$ cat config.mk
export PLATFORM = sky130hd
export DESIGN_NAME = mips_data_bus
export DESIGN_NICKNAME = d
export VERILOG_FILES = /design/src/rtl/mips_data_bus.sv
export SDC_FILE = /design/constraint.sdc
export NUM_CORES = 2
export LEC_CHECK = 0
export CORE_ASPECT_RATIO = 0.75
export CORE_UTILIZATION = 25
export CTS_BUF_LIST = sky130_fd_sc_hd__clkbuf_16
export CTS_CLUSTER_DIAMETER = 50
export DETAILED_ROUTE_END_ITERATION = 8
export PLACE_DENSITY_LB_ADDON = 0.3
export SLEW_MARGIN = 20
export SYNTH_ARGS = -nofsm -noshare
export SYNTH_HDL_FRONTEND = slang
export SYNTH_SLANG_ARGS = --single-unit
$ cat constraint.sdc
create_clock -name clk -period 5.65 [get_ports clk]
set_input_delay 1.13 -clock clk [delete_from_list [all_inputs] [get_ports clk]]
set_output_delay 1.13 -clock clk [all_outputs]
set_load 0.1 [all_outputs]
$ cat src/rtl/mips_data_bus.sv
// mips_data_bus: data RAM plus LED, timer/compare and TX byte FIFO peripherals for the MIPS core
module mips_data_bus #(
    parameter int RAM_WORDS  = 64,
    parameter int FIFO_DEPTH = 8
) (
    input  logic        clk,
    input  logic        reset,
    input  logic        wemem,
    input  logic [31:0] addr,
    input  logic [31:0] writeData,
    output logic [31:0] memdataout,
    output logic [7:0]  leds,
    output logic [7:0]  tx_data,
    output logic        tx_valid,
    input  logic        tx_ready,
    output logic        irq
);
    localparam int AW = $clog2(RAM_WORDS);
    localparam int PW = $clog2(FIFO_DEPTH);
    localparam int CW = PW + 1;
    localparam logic [31:0] A_LED = 32'hFFFF_0000;
    localparam logic [31:0] A_TMR = 32'hFFFF_0004;
    localparam logic [31:0] A_CMP = 32'hFFFF_0008;
    localparam logic [31:0] A_ST  = 32'hFFFF_000C;
    localparam logic [31:0] A_TX  = 32'hFFFF_0010;
    localparam logic [31:0] A_CTL = 32'hFFFF_0014;
    logic [31:0]   ram [RAM_WORDS];
    logic [7:0]    fifo [FIFO_DEPTH];
    logic [31:0]   count, cmp;
    logic [1:0]    ctrl;
    logic          match, overflow;
    logic [PW-1:0] wp, rp;
    logic [CW-1:0] cnt;
    logic          is_ram, full, empty, push, pop, accept, hit, st_wr;
    logic [3:0]    cnt_sat;
    logic [AW-1:0] ridx;
    always_comb begin
        is_ram     = addr[31:28] == 4'd0;
        ridx       = addr[AW+1:2];
        full       = cnt == CW'(FIFO_DEPTH);
        empty      = cnt == '0;
        push       = wemem && addr == A_TX;
        pop        = !empty && tx_ready;
        accept     = push && (!full || pop);
        st_wr      = wemem && addr == A_ST;
        hit        = ctrl[1] && cmp != 32'd0 && count == cmp;
        cnt_sat    = 32'(cnt) > 32'd15 ? 4'd15 : 4'(cnt);
        tx_valid   = !empty;
        tx_data    = empty ? 8'd0 : fifo[rp];
        irq        = match && ctrl[0];
        memdataout = is_ram         ? ram[ridx] :
                     addr == A_LED  ? {24'd0, leds} :
                     addr == A_TMR  ? count :
                     addr == A_CMP  ? cmp :
                     addr == A_ST   ? {24'd0, cnt_sat, overflow, match, empty, full} :
                     addr == A_CTL  ? {30'd0, ctrl} : 32'd0;
    end
    always_ff @(posedge clk) begin
        if (wemem && is_ram) ram[ridx] <= writeData;
        if (accept) fifo[wp] <= writeData[7:0];
    end
    always_ff @(posedge clk) begin
        if (reset) begin
            leds     <= '0;
            count    <= '0;
            cmp      <= '0;
            ctrl     <= '0;
            match    <= 1'b0;
            overflow <= 1'b0;
            wp       <= '0;
            rp       <= '0;
            cnt      <= '0;
        end else begin
            if (wemem && addr == A_LED) leds <= writeData[7:0];
            if (wemem && addr == A_CMP) cmp <= writeData;
            if (wemem && addr == A_CTL) ctrl <= writeData[1:0];
            count    <= (wemem && addr == A_TMR) ? writeData : hit ? 32'd0 : ctrl[1] ? count + 32'd1 : count;
            match    <= hit || (match && !(st_wr && writeData[2]));
            overflow <= (push && full && !pop) || (overflow && !(st_wr && writeData[3]));
            if (accept) wp <= wp + PW'(1);
            if (pop) rp <= rp + PW'(1);
            cnt      <= cnt + CW'(accept) - CW'(pop);
        end
    end
endmodule

Word level (Yosys, flattened, before mapping)
Memory sizes are Yosys's and may differ from the RTL's. A register that Yosys moved wholly into a read port is not among the register bits.
Cells that the tools add are included.
{"block": "word_totals", "register_bits": 86, "ramBits": 2112, "inputBits": 68, "out_inout_bits": 50, "wordCells": 70, "n_memories": 2}
{"name": "ram", "depth": 64, "width": 32, "read_ports": 1, "rd_clocked_by_memory_dff": 0, "wr": 1, "line": "27", "source": "logic [31:0] ram [RAM_WORDS];"}
{"name": "fifo", "depth": 8, "width": 8, "read_ports": 1, "rd_clocked_by_memory_dff": 1, "wr": 1, "line": "28", "source": "logic [7:0] fifo [FIFO_DEPTH];"}
{"block": "classes", "addsub": 5, "n_eq_ne": 8, "mux": 16, "n_reduce_logical": 30}
{"operator": "two-way mux 32 bit", "n": 7}
{"operator": "equality test 32 bit (second input constant)", "n": 6}
{"operator": "adder 32 x 1 -> 32 bit (second input constant)", "n": 1}
{"operator": "equality test 32 bit", "n": 1}
{"operator": "nonzero test 32 bit", "n": 1}
{"operator": "logical AND 1 bit", "n": 18}
{"operator": "two-way mux 8 bit", "n": 2}
{"operator": "zero test 4 bit", "n": 2}
{"operator": "adder 3 x 1 -> 3 bit (second input constant)", "n": 2}
{"operator": "two-way mux 3 bit", "n": 2}
{"operator": "zero test 1 bit", "n": 5}
{"operator": "adder 4 x 1 -> 4 bit", "n": 1}
{"operator": "equality test 4 bit (second input constant)", "n": 1}
{"operator": "two-way mux 1 bit", "n": 4}
{"operator": "subtractor 4 x 1 -> 4 bit", "n": 1}
{"operator": "logical OR 1 bit", "n": 3}
{"operator": "nonzero test 3 bit", "n": 1}
{"operator": "two-way mux 2 bit", "n": 1}

Longest topological paths before layout
{"block": "logic_depth", "ltp_word": 7, "depth_mapped": 13}

Least setup slack after synthesis
OpenSTA, ideal clock, no wires.
{"block": "synth_path", "path_kind": "input to output", "start": "input port addr[3]", "end": "output port memdataout[23]", "arrival_time_ns": 4.940, "path_slack_ns": -0.420, "path_stages": 9, "n_path_buf": 4, "cell_sequence": "buf_2 > buf_2 > buf_2 > buf_1 > mux4_2 > mux2i_1 > o22ai_1 > nor3_1 > o21ai_0"}
{"block": "synth_between", "elab_chain_cells": 5, "word_cells_on_any_way": 8, "classes_between": "3 x eq/ne; 4 x mux; 1 x memory"}
{"element": "start, declared", "line": "9", "source": "input logic [31:0] addr,"}
{"element": "equality test 32 bit", "line": "54", "source": "addr == A_CMP ? cmp :"}
{"element": "two-way mux 32 bit", "line": "54"}
{"element": "two-way mux 32 bit", "line": "53", "source": "addr == A_TMR ? count :"}
{"element": "two-way mux 32 bit", "line": "52", "source": "addr == A_LED ? {24'd0, leds} :"}
{"element": "two-way mux 32 bit *", "line": "51", "source": "memdataout = is_ram ? ram[ridx] :"}
{"element": "end, declared", "line": "11", "source": "output logic [31:0] memdataout,"}
Every way passes the cells marked *; elsewhere a longest branch is shown, timed or not.

Final worst setup path
{"block": "layout_path", "start": "input port addr[6]", "end": "output port memdataout[29]"}
Same word-level chain as after synthesis.

==> impl_metrics.csv <==
group,metric,value,unit
status,outcome,"finished clean",
drt,routed_wl,279,mm
critical_path,critPathLaunchType,"primary input",
finish,num-fill-cells,32664,
power_and_ir_drop,part_of_the_power_in_the_clock_network,0.412,
drt,detail_routed_net_length_per_standard_cell,30.2,um
power_and_ir_drop,cellLeakagePower,32.0,nW
timing,count_of_final_max_slew_check_failures,0,
placement,port_buffers,117,
power_and_ir_drop,cellPowerDensity,338,mW/mm2
clocking,cts.clk_slew.worst_paths,0.06,ns
clocking,clk-insertion-delay-late,0.89,ns
critical_path,setup.worst_path.class,"in -> out",
placement,placedInstanceArea,0.0959,mm2
critical_path,worst-endpoint-required,4.52,ns
timing,fin_setup_tns,0,ns
power_and_ir_drop,power.switching,8.06,mW
critical_path,arrival_time_of_the_worst_setup_path,4.44,ns
synth,synth.yosys.seq_area_share,0.763,
timing,layout_min_cycle_time,5.57,ns
critical_path,cp_common_cell,"sky130_fd_sc_hd__buf_12",
timing,worst_slew_margin_rel,0.313,
drt,remaining_drc_errors,0,
timing,worstMarginPinSlew,1.02,ns
synth,ys_dominant_reg_cell,"sky130_fd_sc_hd__edfxtp_1",
drt,detail_route.iter0.violations,5689,
finish,mostFrequentLayoutCell,"sky130_fd_sc_hd__edfxtp_1",
placement,placer_congestion_estimate,0.858,
placement,dp_hpwl,170,mm
floorplan,chipWidth,677,um
finish,layout-drive-gt1-share,0.296,
clocking,clock-root-buffer,"sky130_fd_sc_hd__clkbuf_16",
finish,commonest_cells_after_routing_fill_and_taps_aside,"2112 x sky130_fd_sc_hd__edfxtp_1, 528 x sky130_fd_sc_hd__mux4_2, 341 x sky130_fd_sc_hd__buf_4",
global_routing,grt_start_max_net_pins,77,
timing,setup_viol_count_final,0,
critical_path,critical_path.slowest_cell,"sky130_fd_sc_hd__clkdlybuf4s50_1",
clocking,cts_hold_repair.buffers,0,
synth,ys_async_sr_fraction,0,
critical_path,endpoint_kind,"output port",
power_and_ir_drop,seq_power_share,0.515,
min_path,timing.hold.worst.class,"reg -> reg",
synth,post_synth_num_cell_types,65,
critical_path,cp_slowest_stage_delay,0.78,ns
drt,drt-vias-per-instance,4.96,
global_routing,antenna_found_initial,16,
clocking,buffer_levels_on_the_longest_clock_path,4,
clocking,clock_tree.htree_level_count,4,
floorplan,initial_core_util,0.252,
drt,vias,45963,
synth,syn-instance-count,4077,
power_and_ir_drop,swShare,0.231,
timing,post-route-period-util,0.986,
critical_path,critical_path_peak_fanout,16,
synth,synth-seq-cells,2201,
floorplan,number_of_primary_i_o_pins,118,
floorplan,core_region_area,0.340,mm2
synth,synth_warnings,0,
drt,dr.pass1.iters,5,
finish,finish.net_count,4669,
timing,max_freq,179,MHz
global_routing,first_global_vias,45233,
floorplan,row_count,185,
synth,synth-edff-count,2112,
finish,area_delta_synth_final,20.4,%
drt,drt_antenna_net_count,0,
floorplan,die-area,0.344,mm2
power_and_ir_drop,max-vdd-ir-drop,233,uV
critical_path,timing.critical_path.cells,"clkdlybuf4s50_1, and2_2, buf_12, o221ai_1, buf_4, a41oi_1, nor3_1, buf_12, o21ai_1, buf_12",
power_and_ir_drop,cellInternalPower,26.8,mW
finish,postLayoutCellArea,0.103,mm2
global_routing,globalRouteOverflowTotal,0,
flow_run,drv.max_cap_violation_count,0,
global_routing,grt.total_usage,0.158,
timing,grt_setup_unrepaired,"no",
power_and_ir_drop,comb_power_share,0.073,
synth,syn-cell-area,0.0855,mm2
timing,final_hold_violation_count,0,
synth,synth.net_count,4154,
clocking,inserted_clock_buffers,227,
floorplan,die_h,508,um
clocking,cts_tree,"yes",
synth,avgSynthCellArea,21.0,um2
clocking,clock-sinks,2201,
timing,skew,0.0236,ns
global_routing,grt_first_pass_wirelength,382,mm
==> worst max-delay path, delay by kind of cell <==
family                 cells  cell delay [ns]
AND/OR/NAND/NOR            2             0.68
buffers and inverters      5             1.63
AO/OA/AOI/OAI              3             0.95
==> stage by stage <==
step | instances | setup WS [ns] | util | power (mW) | hold slack, ns
after detailed placement | 8851 | -0.185 | 0.282 | 20.8 | 0.462
after CTS | 9261 | 0.0133 | 0.303 | 35.1 | 0.448
after global placement | 8849 | -0.266 | 0.282 | 20.8 | 0.453
after floorplan | 4077 | 0.0534 | - | 19.7 | 0.441
final | 9262 | 0.0769 | 0.303 | 34.8 | 0.470
after global routing | 9261 | 0.0231 | 0.303 | 35.8 | 0.478
==> repair_timing <==
item | CTS | global route
endpoints found under the setup margin | 2 | 2
setup buffers | 0 | 0
gates resized for setup | 5 | 2
==> cells by family after synthesis <==
group           after synthesis  share of synthesized area
compound gates              389                     0.0318
flops                      2201                      0.763
simple gates                470                     0.0260
fa+ha+maj                     9                    0.00141
xor+xnor                     60                    0.00615
mux                         701                      0.160
buf+inv                     247                     0.0125
==> synthesized netlist by cell type, types with 3 or more instances <==
| master | n | area share |
|---|---|---|
| sky130_fd_sc_hd__edfxtp_1 | 2112 | 0.74 |
| sky130_fd_sc_hd__mux4_2 | 528 | 0.14 |
| sky130_fd_sc_hd__mux2i_1 | 158 | 0.018 |
| sky130_fd_sc_hd__nor2_1 | 151 | 0.0066 |
| sky130_fd_sc_hd__nand2_1 | 141 | 0.0062 |
| sky130_fd_sc_hd__clkbuf_1 | 122 | 0.0054 |
| sky130_fd_sc_hd__o221ai_1 | 95 | 0.0097 |
| sky130_fd_sc_hd__dfxtp_1 | 89 | 0.021 |
| sky130_fd_sc_hd__buf_2 | 73 | 0.0043 |
| sky130_fd_sc_hd__o22ai_1 | 72 | 0.0053 |
| sky130_fd_sc_hd__a21oi_1 | 60 | 0.0035 |
| sky130_fd_sc_hd__o21ai_0 | 54 | 0.0032 |
| sky130_fd_sc_hd__xnor2_1 | 40 | 0.0041 |
| sky130_fd_sc_hd__nand3_1 | 35 | 0.0020 |
| sky130_fd_sc_hd__nor3_1 | 33 | 0.0019 |
| sky130_fd_sc_hd__nand4_1 | 32 | 0.0023 |
| sky130_fd_sc_hd__buf_1 | 28 | 0.0012 |
| sky130_fd_sc_hd__a41oi_1 | 23 | 0.0024 |
| sky130_fd_sc_hd__a22oi_1 | 22 | 0.0019 |
| sky130_fd_sc_hd__xor2_1 | 20 | 0.0020 |
| sky130_fd_sc_hd__mux2_2 | 15 | 0.0020 |
| sky130_fd_sc_hd__nor4_1 | 15 | 0.0011 |
| sky130_fd_sc_hd__and3_1 | 14 | 0.0010 |
| sky130_fd_sc_hd__inv_1 | 13 | 0.00057 |
| sky130_fd_sc_hd__a22o_1 | 11 | 0.0011 |
| sky130_fd_sc_hd__and4_1 | 9 | 0.00092 |
| sky130_fd_sc_hd__ha_1 | 8 | 0.0012 |
| sky130_fd_sc_hd__a221oi_1 | 7 | 0.00072 |
| sky130_fd_sc_hd__a31oi_1 | 7 | 0.00051 |
| sky130_fd_sc_hd__and2_1 | 7 | 0.00051 |
| sky130_fd_sc_hd__nand2b_1 | 7 | 0.00051 |
| sky130_fd_sc_hd__a211o_1 | 6 | 0.00061 |
| sky130_fd_sc_hd__buf_4 | 6 | 0.00053 |
| sky130_fd_sc_hd__nor2b_1 | 6 | 0.00044 |
| sky130_fd_sc_hd__a211oi_1 | 5 | 0.00044 |
| sky130_fd_sc_hd__o21ai_1 | 5 | 0.00029 |
| sky130_fd_sc_hd__a21o_1 | 4 | 0.00035 |
| sky130_fd_sc_hd__o31ai_1 | 4 | 0.00035 |
| sky130_fd_sc_hd__buf_6 | 3 | 0.00040 |
| sky130_fd_sc_hd__o211ai_1 | 3 | 0.00026 |
| sky130_fd_sc_hd__o21bai_1 | 3 | 0.00026 |
| sky130_fd_sc_hd__or3_1 | 3 | 0.00022 |
==> worst paths after layout <==
kind                          start               endpoint  slack [ns]  cells after the start
max                         addr[6]         memdataout[29]        0.08                     10
min                match$_SDFF_PP0_       match$_SDFF_PP0_        0.47                      2
max reg2reg  count[23]$_SDFFE_PP0P_  count[4]$_SDFFE_PP0P_        2.31                      6
min reg2reg        match$_SDFF_PP0_       match$_SDFF_PP0_        0.47                      2
==> area by class of cell <==
class	instances	area, um2	area share
Sequential cell	2201	65200	0.633
Antenna cell	1	2.50	0.0000243
Inverter	14	55.1	0.000535
Timing Repair Buffer	519	5270	0.0512
Clock inverter	182	1290	0.0126
Clock buffer	228	5710	0.0554
Tap cell	4488	5620	0.0546
Multi-Input combinational cell	1629	19800	0.192
==> state kept, by name (all words and copies together) (netlist names), named ones only <==
register and cells:
ctrl 2, wp 3, ram 2048, match 1, cnt 4, rp 3, count 32, overflow 1
fifo 64, cmp 32, leds 8
==> layer usage <==
| metal | global-route usage | part of all wire | vias up |
|---|---|---|---|
| li1 | - | - | 18251 |
| met1 | 0.230 | 0.44 | 25190 |
| met2 | 0.244 | 0.45 | 2144 |
| met3 | 0.0264 | 0.076 | 368 |
| met4 | 0.0414 | 0.027 | 10 |
| met5 | 0 | 0.00021 | - |
==> power groups by stage <==
stage	sequential, mW	combinational [mW]	clock, mW
CTS	17.9	2.55	14.6
detailed placement	18.3	2.54	0
floorplan	18.3	1.41	0
global route	17.9	2.66	15.2
global placement	18.3	2.52	0
finish	17.9	2.53	14.4
No activity file was read; power rests on OpenSTA's default activity.
